===== src/rtl/axi_lite_slave_regs.sv =====
// AXI4-Lite register bank: NUM_REGS 32-bit read/write registers with independent write and read FSMs.
// Register 0 is also driven out live as a control word.
//
// state  | meaning
// W_IDLE | ready for AW and W, alone or together
// W_ADDR | write address held, waiting for W
// W_DATA | write data/strobe held, waiting for AW
// W_RESP | write committed, b_valid until b_ready
// R_IDLE | ready for AR
// R_RESP | read data held, r_valid until r_ready
module axi_lite_slave_regs #(
   parameter int          NUM_REGS  = 8,
   parameter logic [31:0] BASE_ADDR = 32'h0000_0000
) (
   input  logic        a_clk,
   input  logic        a_reset,
   input  logic [31:0] aw_addr,
   input  logic        aw_valid,
   output logic        aw_ready,
   input  logic [31:0] w_data,
   input  logic [3:0]  w_strb,
   input  logic        w_valid,
   output logic        w_ready,
   output logic [1:0]  b_resp,
   output logic        b_valid,
   input  logic        b_ready,
   input  logic [31:0] ar_addr,
   input  logic        ar_valid,
   output logic        ar_ready,
   output logic [31:0] r_data,
   output logic [1:0]  r_resp,
   output logic        r_valid,
   input  logic        r_ready,
   output logic [31:0] reg0_out
);

   localparam int          IDX_W  = $clog2(NUM_REGS);
   localparam logic [31:0] SPAN   = 32'(4 * NUM_REGS);
   localparam logic [1:0]  OKAY   = 2'b00;
   localparam logic [1:0]  SLVERR = 2'b10;

   typedef enum logic [1:0] {W_IDLE, W_ADDR, W_DATA, W_RESP} w_state_t;
   typedef enum logic       {R_IDLE, R_RESP} r_state_t;

   w_state_t w_state, w_next;
   r_state_t r_state, r_next;

   logic [31:0] regs [NUM_REGS];
   logic [31:0] aw_addr_q, w_data_q;
   logic [3:0]  w_strb_q;

   logic             wr_commit;
   logic [31:0]      wr_addr_sel, wr_data_sel;
   logic [3:0]       wr_strb_sel;
   logic [32:0]      wr_diff, rd_diff;
   logic             wr_hit, rd_hit, ar_hs;
   logic [IDX_W-1:0] wr_idx, rd_idx;

   // 33-bit subtraction: bit 32 set means the address lies below BASE_ADDR
   always_comb begin
      wr_diff = {1'b0, wr_addr_sel} - {1'b0, BASE_ADDR};
      rd_diff = {1'b0, ar_addr} - {1'b0, BASE_ADDR};
      wr_hit  = !wr_diff[32] && (wr_diff[31:0] < SPAN);
      rd_hit  = !rd_diff[32] && (rd_diff[31:0] < SPAN);
      wr_idx  = wr_diff[IDX_W+1:2];
      rd_idx  = rd_diff[IDX_W+1:2];
   end

   always_ff @(posedge a_clk) begin
      if (a_reset) begin
         w_state <= W_IDLE;
         r_state <= R_IDLE;
      end else begin
         w_state <= w_next;
         r_state <= r_next;
      end
   end

   always_comb begin
      w_next      = w_state;
      aw_ready    = 1'b0;
      w_ready     = 1'b0;
      b_valid     = 1'b0;
      wr_commit   = 1'b0;
      wr_addr_sel = aw_addr;
      wr_data_sel = w_data;
      wr_strb_sel = w_strb;
      case (w_state)
         W_IDLE: begin
            aw_ready = 1'b1;
            w_ready  = 1'b1;
            if (aw_valid && w_valid) begin
               wr_commit = 1'b1;
               w_next    = W_RESP;
            end else if (aw_valid) begin
               w_next = W_ADDR;
            end else if (w_valid) begin
               w_next = W_DATA;
            end
         end
         W_ADDR: begin
            w_ready     = 1'b1;
            wr_addr_sel = aw_addr_q;
            if (w_valid) begin
               wr_commit = 1'b1;
               w_next    = W_RESP;
            end
         end
         W_DATA: begin
            aw_ready    = 1'b1;
            wr_data_sel = w_data_q;
            wr_strb_sel = w_strb_q;
            if (aw_valid) begin
               wr_commit = 1'b1;
               w_next    = W_RESP;
            end
         end
         W_RESP: begin
            b_valid = 1'b1;
            if (b_ready) w_next = W_IDLE;
         end
         default: w_next = W_IDLE;
      endcase
   end

   always_comb begin
      r_next   = r_state;
      ar_ready = (r_state == R_IDLE);
      r_valid  = (r_state == R_RESP);
      ar_hs    = ar_ready && ar_valid;
      if (ar_hs) r_next = R_RESP;
      else if (r_valid && r_ready) r_next = R_IDLE;
   end

   always_ff @(posedge a_clk) begin
      if (a_reset) begin
         aw_addr_q <= '0;
         w_data_q  <= '0;
         w_strb_q  <= '0;
         b_resp    <= OKAY;
         r_data    <= '0;
         r_resp    <= OKAY;
         for (int i = 0; i < NUM_REGS; i++) regs[i] <= '0;
      end else begin
         if (w_state == W_IDLE && aw_valid && !w_valid) aw_addr_q <= aw_addr;
         if (w_state == W_IDLE && w_valid && !aw_valid) begin
            w_data_q <= w_data;
            w_strb_q <= w_strb;
         end
         if (wr_commit) begin
            b_resp <= wr_hit ? OKAY : SLVERR;
            if (wr_hit) begin
               for (int b = 0; b < 4; b++)
                  if (wr_strb_sel[b]) regs[wr_idx][8*b +: 8] <= wr_data_sel[8*b +: 8];
            end
         end
         // regs read here is the pre-commit value when a write lands on the same edge
         if (ar_hs) begin
            r_data <= rd_hit ? regs[rd_idx] : 32'h0;
            r_resp <= rd_hit ? OKAY : SLVERR;
         end
      end
   end

   assign reg0_out = regs[0];

endmodule


===== config.mk =====
export PLATFORM = sky130hd
export DESIGN_NAME = axi_lite_slave_regs
export DESIGN_NICKNAME = d
export VERILOG_FILES = /design/src/rtl/axi_lite_slave_regs.sv
export SDC_FILE = /design/constraint.sdc
export NUM_CORES = 1
export LEC_CHECK = 0
export ABC_CLOCK_PERIOD_IN_PS = 3600
export CAP_MARGIN = 20
export CORE_ASPECT_RATIO = 0.5
export CORE_MARGIN = 3
export CORE_UTILIZATION = 50
export DETAILED_ROUTE_END_ITERATION = 12
export PLACE_DENSITY = 0.83
export SYNTH_ARGS = -nofsm -noshare
export SYNTH_HDL_FRONTEND = slang
export SYNTH_SLANG_ARGS = --single-unit

===== constraint.sdc =====
create_clock -name a_clk -period 3.6 [get_ports a_clk]
set_input_delay 1.08 -clock a_clk [delete_from_list [all_inputs] [get_ports a_clk]]
set_output_delay 1.08 -clock a_clk [all_outputs]
set_load 0.01 [all_outputs]

---- Word-level counts from Yosys, hierarchy flattened ----
Memories as Yosys holds them, arrays and structs flattened.
Index checks and enable logic that the tools add are counted.
W data, S select, Z words.
storage, ports and cells
  register bits after elaboration ......... 107
  bits in writable memories ............... 256
  bits of input ports ..................... 107
  output and inout port bits .............. 73
  logic and storage cells ................. 81
  memories kept ........................... 1
operators by class
  magnitude comparators ................... 2
  equal/unequal tests ..................... 7
  mux-type cells .......................... 47
  bitwise logic cells ..................... 1
  reductions and logical operators ........ 15
memories
  memory  depth  bits a word  rd ports  clocked after Yosys merged registers in  wr ports  line  source
  regs    8      32           2         0                                        8         48    logic [31:0] regs [NUM_REGS];
operators with widths
  operator               number
  $mux W32               4
  $lt A32 B6 Y1 const B  2
  $reduce_or A32 Y1      1
  $mux W1                30
  $mux W2                8
  $mux W4                2
  $pmux W2 S4            1
  $logic_and A1 B1 Y1    7
  $ne A2 B2 Y1 const B   3
  $eq A2 B2 Y1 const B   2
  $ne A4 B4 Y1 const B   1
  $reduce_and A4 Y1      1
  $reduce_or A2 Y1       2
  $mux W3                1
  $pmux W1 S3            1
  $eq A2 B1 Y1 const B   1
  $logic_not A1 Y1       2
  $logic_not A2 Y1       1
  $reduce_bool A2 Y1     1
  $not A1 Y1             1

---- Longest topological paths before layout ----
Gate-level depths: netlist (run 1).
  depth after elaboration ................. 9
  gate-level depth with buffers ........... 10
  depth with buffers taken out ............ 7

---- Least setup slack after synthesis (run 1) ----
No wires, ideal clock.
  kind .................................... input-to-reg
  start point ............................. input aw_addr[5]
  end point ............................... memory regs[0][24], enable pin
  setup time .............................. 0.375 ns
  arrival ................................. 2.520 ns
  data required time ...................... 3.225 ns
  setup slack ............................. 0.705 ns
  cell stages on the path ................. 5
  buffers on the path ..................... 0
  path through ............................ nor4_1 -> nand2_1 -> a21boi_1 -> nand3_1 -> o21bai_1
RTL lines
  item         line  source
  from (decl)  17    input logic [31:0] aw_addr,
  to (decl)    48

---- Final worst setup path (run 1) ----
  start point ............................. register w_state[0]
  end point ............................... output aw_ready
between the ends
  word-level cells in the longest chain between the ends .. 3
  elaborated cells between the ends (all ways) .. 4
  classes of those cells .................. 1 x eq/ne; 1 x mux; 2 x reduce/logical
ends and longest elaborated chain
  item                                                     line  source
  from (decl)                                              45    w_state_t w_state, w_next;
  from (signal assigned)                                   74    w_state <= w_next;
  $eq A2 B2 Y1 / $logic_not A2 Y1 (equally long branches)  88    case (w_state)
  $reduce_or A2 Y1 (no source line) *                      --
  $mux W1 *                                                88
  to (decl)                                                19    output logic aw_ready,
Every way passes the cells marked *; elsewhere a longest branch is shown, timed or not.

==> results_dict.tcl, run 1 <==
set metrics [dict create \
    irDropWorstVdd_mv 0.388 \
    rows 45 \
    nNetsFinal 1626 \
    dp_hpwl_um 29300 \
    setup.worst_path.start_class "flip-flop" \
    cts_resized 0 \
    ys_warn_count 0 \
    yosysMostFrequentCell "nor2_1" \
    ys_ff_latch 359 \
    ant_nets 0 \
    cts_setup_buffers 0 \
    cts_made_buffers 31 \
    cts-root-buf "clkbuf_16" \
    synth.largest_area_cell "edfxtp_1" \
    routed_wl_um 44900 \
    stdcell_count 1963 \
    drt_iter0_markers 1456 \
    clk_latency_ns 0.60 \
    dp_cells 1905 \
    required_ns 2.52 \
    relSlewSlack_pct 46.8 \
    cts_max_level 1 \
    outcome "finished clean" \
    drc_errors 0 \
    ys_async_sr_fraction_pct 0 \
    clk_pin_slew_ns 0.07 \
    wl_per_cell_um 22.9 \
    grtUsageTotal_pct 26.1 \
    maxSlewViolCount 0 \
    die_width_um 259 \
    synth-edff-count 256 \
    syn-cell-area_mm2 0.0160 \
    place.gp.congestion 0.870 \
    die_h_um 132 \
    synthTopCellsByCount "296 x nor2_1, 256 x edfxtp_1, 177 x nand2_1, 103 x dfxtp_1, 102 x a21oi_1" \
    die-area_mm2 0.0343 \
    endpoint_kind "primary output" \
    synth.area.top_cells "edfxtp_1 48%, dfxtp_1 13%, mux4_2 9.0%" \
    power_density_mw_per_mm2 527 \
    start_util_pct 51.8 \
    yosysUniqueCellTypes 45 \
    grt_pass1_vias 11968 \
    n_fill_cell 2150 \
    crit_type "flip-flop to primary output" \
    final-hold-violation-count 0 \
    fin_skew_ns 0.0163 \
    critPathArrivalTime_ns 2.21 \
    syn_inst 1343 \
    postSynthAreaPerCell_um2 11.9 \
    core_mm2 0.0309 \
    grt_antenna_before_repair 5 \
    grt_max_degree 102 \
    drive_above_1_share_pct 18.8 \
    drtPass1Iterations 6 \
    ctsHoldBuffers 0 \
    seq_area_frac_synth_pct 60.9 \
    grt_pass1_wl_um 68400 \
    portBuffers 173 \
    grt_overflow 0 \
    clk_path_buf_depth 3 \
    fmax_mhz 304 \
    rsz0062_at_grt "no" \
    diodes 0 \
    fin_crit_ns 3.29 \
    vias 11827 \
    setup_viol 0 \
    drv_cap 0 \
    clkSinkCount 359 \
    top_level_ports 180 \
    areaGrowthSynthToFinish_pct 22.1 \
    cp_max_fo 9 \
    power.total_w 0.0103 \
    tightestPinTransition_ns 0.798 \
    hold_class "flip-flop to flip-flop" \
    viasPerCell 6.02 \
    cts_tree "yes" \
    power_leakage_nw 6.59 \
    synth_ff_type "edfxtp_1" \
    yosys.area.top_type_share_pct 48.0 \
    fin_crit_sh_pct 91.3 \
]
-- layout make-up --
type | instances | area [um^2] | area share [%]
clock inverter | 25 | 313 | 1.60
sequential | 359 | 9750 | 49.9
tap | 423 | 529 | 2.71
multi-input combinational | 875 | 5790 | 29.7
timing repair buffer | 241 | 2330 | 11.9
clock buffer | 33 | 783 | 4.01
inverter | 7 | 26.3 | 0.135
-- registers in the layout (all words and copies together) (netlist names) --
register / cells
w_data_q: 32
r_valid: 1
w_strb_q: 4
regs: 256
r_data: 32
b_resp: 1
r_resp: 1
aw_addr_q: 30
w_state: 2
-- layout by cell type, fill, tap and decap left out, types with 2 or more instances in the layout --
cell type        instances
a41o_1                   7
nor2_1                 295
or2_2                    3
a22oi_1                 34
mux2_2                  68
nand3_2                 22
buf_4                   62
mux4_2                  64
clkbuf_16               31
ha_1                     4
a21oi_1                102
nor4_1                  13
nand2_1                177
clkdlybuf4s50_1        170
nand2b_1                 4
dfxtp_1                103
bufinv_16                6
nor3_1                   6
edfxtp_1               256
buf_12                   8
nand3_1                 20
conb_1                   2
inv_1                    7
a211oi_1                 3
clkinv_1                 4
nand4_1                  3
o21ai_0                  3
clkinv_4                 4
clkbuf_1                 2
clkinv_2                 7
o21bai_1                25
-- final timing paths --
path | start | end | slack, ns | depth (start not counted)
setup / recovery | w_state[0]$_SDFFE_PP0P_ | aw_ready | 0.31 | 4
hold / removal | w_strb_q[1]$_SDFFE_PP0P_ | w_strb_q[1]$_SDFFE_PP0P_ | 0.45 | 2
setup reg to reg | w_state[0]$_SDFFE_PP0P_ | regs[0][14]$_SDFFCE_PN0P_ | 0.58 | 9
hold reg to reg | w_strb_q[1]$_SDFFE_PP0P_ | w_strb_q[1]$_SDFFE_PP0P_ | 0.45 | 2
-- critical path: stages (launching register included) --
cell	delay, ns
dfxtp_1	0.41
inv_1	0.09
ha_1	0.29
or2_2	0.34
clkdlybuf4s50_1	0.49
-- metrics by stage --
| step | instance area, um^2 | utilization, % | setup WS (ns) | hold WS (ns) | setup TNS (ns) |
|---|---|---|---|---|---|
| 2_1_floorplan | 16000 | - | 0.705 | 0.431 | 0 |
| 3_3_place_gp | 18400 | 59.6 | 0.0418 | 0.438 | 0 |
| 3_5_place_dp | 18400 | 59.6 | -0.0677 | 0.443 | -1.36 |
| 4_1_cts | 19500 | 63.2 | 0.307 | 0.453 | 0 |
| 5_1_grt | 19500 | 63.2 | 0.215 | 0.467 | 0 |
| 6_report | 19500 | 63.2 | 0.313 | 0.451 | 0 |
-- routing by layer --
| layer | GRT usage (%) | vias up | wire (um) |
|---|---|---|---|
| met2 | 42.1 | 806 | 21100 |
| li1 | - | 5171 | - |
| met1 | 32.4 | 5709 | 15900 |
| met5 | 0 | - | 47 |
| met3 | 10.2 | 133 | 6290 |
| met4 | 8.97 | 8 | 1630 |
-- where the power goes --
group          internal [W]  total, W  leakage, nW  switching, W
Sequential          0.00460   0.00470         3.48      0.000101
Clock               0.00203   0.00360        0.540       0.00157
Combinational      0.000750   0.00198         2.57       0.00123
Total               0.00738    0.0103         6.59       0.00290
-- cell families after synthesis --
group / Yosys count / share of synthesized area [%]
and+or+nand+nor: 554 / 14.7
DFF: 359 / 60.9
AOI/OAI and AO/OA: 182 / 7.12
muxes: 133 / 13.9
buffers and inverters: 110 / 2.98
adders and majority gates: 4 / 0.313
other: 1 / 0.0234
Note: power is estimated with default switching activity, not from simulation.
==> run 2, diff against run 1 <==
- REMOVE_ABC_BUFFERS: not set -> 1
==> run 2 against run 1 <==
  * Maximum frequency is 0.80% lower
  * Total power is 4.5% lower
  * Via count is 1.0% higher
  * Die area stayed put
  * Worst setup slack worse by 0.027 ns
  * Clock power is 14% lower
  * Register-to-register slack worse by 0.06 ns
  * Wire length is 2.9% lower
  * Critical endpoint is now w_ready
==> results_dict.tcl, run 2 (same netlist as run 1, synthesis figures left out) <==
set metrics [dict create \
    n_fill_cell 2127 \
    power_leakage_nw 6.60 \
    drt_iter0_markers 1347 \
    maxSlewViolCount 0 \
    wl_met3_um 4830 \
    clk_path_buf_depth 3 \
    largest_reg_flops 256 \
    top_register "regs" \
    fin_crit_ns 3.31 \
    met1_length_um 16000 \
    dr_wl_met2_um 21100 \
    most-common-layout-cells "295 x nor2_1, 256 x edfxtp_1, 177 x nand2_1, 170 x clkdlybuf4s50_1, 103 x dfxtp_1" \
    rsz0062_at_grt "no" \
    place.gp.congestion 0.858 \
    ff2ff_setup_slack_ns 0.52 \
    dp_cells 1923 \
    final_core_util_pct 63.1 \
    drc_errors 0 \
    power.total_w 0.00982 \
    finalSetupTns_ns 0 \
    multi_input_area_mm2 0.00580 \
    vias 11951 \
    crit_type "flip-flop to primary output" \
    drive_above_1_share_pct 19.2 \
    ant_nets 0 \
    core_mm2 0.0309 \
    startpoint "w_state[1]$_SDFFE_PP0P_" \
    cts_resized 0 \
    cts_max_level 1 \
    top_level_ports 180 \
    fmax_mhz 302 \
    rows 45 \
    cts-root-buf "clkbuf_16" \
    cp_max_fo 10 \
    stdcell_count 1979 \
    nNetsFinal 1643 \
    clkSinkCount 359 \
    largest_registers "regs (256), r_data (32), w_data_q (32)" \
    grt_pass1_vias 12234 \
    tightestPinTransition_ns 0.732 \
    die-area_mm2 0.0343 \
    grt_max_degree 65 \
    grtUsageTotal_pct 25.0 \
    areaGrowthSynthToFinish_pct 21.9 \
    start_util_pct 51.8 \
    die_h_um 132 \
    grt_overflow 0 \
    critPathArrivalTime_ns 2.23 \
    endpoint_kind "primary output" \
    wl_per_cell_um 22.0 \
    routed_wl_um 43600 \
    relSlewSlack_pct 51.2 \
    r2r_start "w_state[0]$_SDFFE_PP0P_" \
    irDropWorstVdd_mv 0.384 \
    final-hold-violation-count 0 \
    drv_cap 0 \
    clk_pin_slew_ns 0.07 \
    viasPerCell 6.04 \
    hold_class "flip-flop to flip-flop" \
    setup_viol 0 \
    hp-start "w_data_q[27]$_SDFFE_PP0P_" \
    top_layer_used "met4" \
    clk_latency_ns 0.57 \
    grt_antenna_before_repair 0 \
    fin_crit_sh_pct 92.0 \
    setup.worst_path.start_class "flip-flop" \
    cts_setup_buffers 0 \
    dp_hpwl_um 28200 \
    outcome "finished clean" \
    power_density_mw_per_mm2 504 \
    cts_tree "yes" \
    grt_pass1_wl_um 67300 \
    placed_area_mm2 0.0186 \
    portBuffers 173 \
    layout_commonest_cell "nor2_1" \
    drtPass1Iterations 5 \
    ctsHoldBuffers 0 \
    cts_made_buffers 30 \
    diodes 0 \
    fin_skew_ns 0.0164 \
    required_ns 2.52 \
    seqCellArea_mm2 0.00975 \
    die_width_um 259 \
    final_area_mm2 0.0195 \
]
## run 2: cell count changes in the layout (fill, tap and decap cells not counted), sizes merged
cell / before / now
bufinv: 6 / 0
inv: 10 / 7
clkbuf: 33 / 46
clkinvlp: 1 / 2
clkinv: 15 / 8
buf: 71 / 89
## run 2: report_power, final
| part | switching (W) | internal [W] | leakage [nW] | total [W] |
|---|---|---|---|---|
| Clock | 0.00146 | 0.00164 | 0.446 | 0.00310 |
| Sequential | 0.0000927 | 0.00460 | 3.48 | 0.00469 |
| Combinational | 0.00125 | 0.000777 | 2.67 | 0.00203 |
## run 2: final timing paths
check	to	depth (start not counted)
worst max register to register	regs[0][29]$_SDFFCE_PN0P_	10
worst max-delay path	w_ready	4
worst min-delay path	w_data_q[27]$_SDFFE_PP0P_	2
worst min register to register	w_data_q[27]$_SDFFE_PP0P_	2
## run 2: layer usage
| layer | track usage [%] | vias up |
|---|---|---|
| met3 | 5.39 | 131 |
| met1 | 32.8 | 5765 |
| li1 | - | 5215 |
| met2 | 41.5 | 840 |
| met4 | 9.13 | 0 |
| met5 | 0 | - |
## run 2: final cells by class
cell class,instances,area share [%]
sequential,359,50.0
multi-input combinational,875,29.8
timing repair buffer,259,12.7
clock buffer,46,4.40
tap,423,2.71
clock inverter,10,0.263
inverter,7,0.135
## run 2: worst max-delay path, cell delays in order, from the launching register on
cell,delay [ns]
dfxtp_1,0.39
inv_1,0.08
ha_1,0.35
or2_2,0.36
clkdlybuf4s50_1,0.48
## run 2: through the flow
stage / setup slack [ns] / hold slack (ns)
6_report: 0.287 / 0.453
5_1_grt: 0.184 / 0.469
4_1_cts: 0.260 / 0.455
3_5_place_dp: -0.0562 / 0.446
3_3_place_gp: -0.0196 / 0.438
2_1_floorplan: -1.60 / 0.425
==> run 3, diff against run 2 <==
- CAP_MARGIN: 20 -> not set
- HOLD_SLACK_MARGIN: not set -> 0.06
==> results of run 3 <==
Final layout, timing and power as in run 2 (identical DEF).
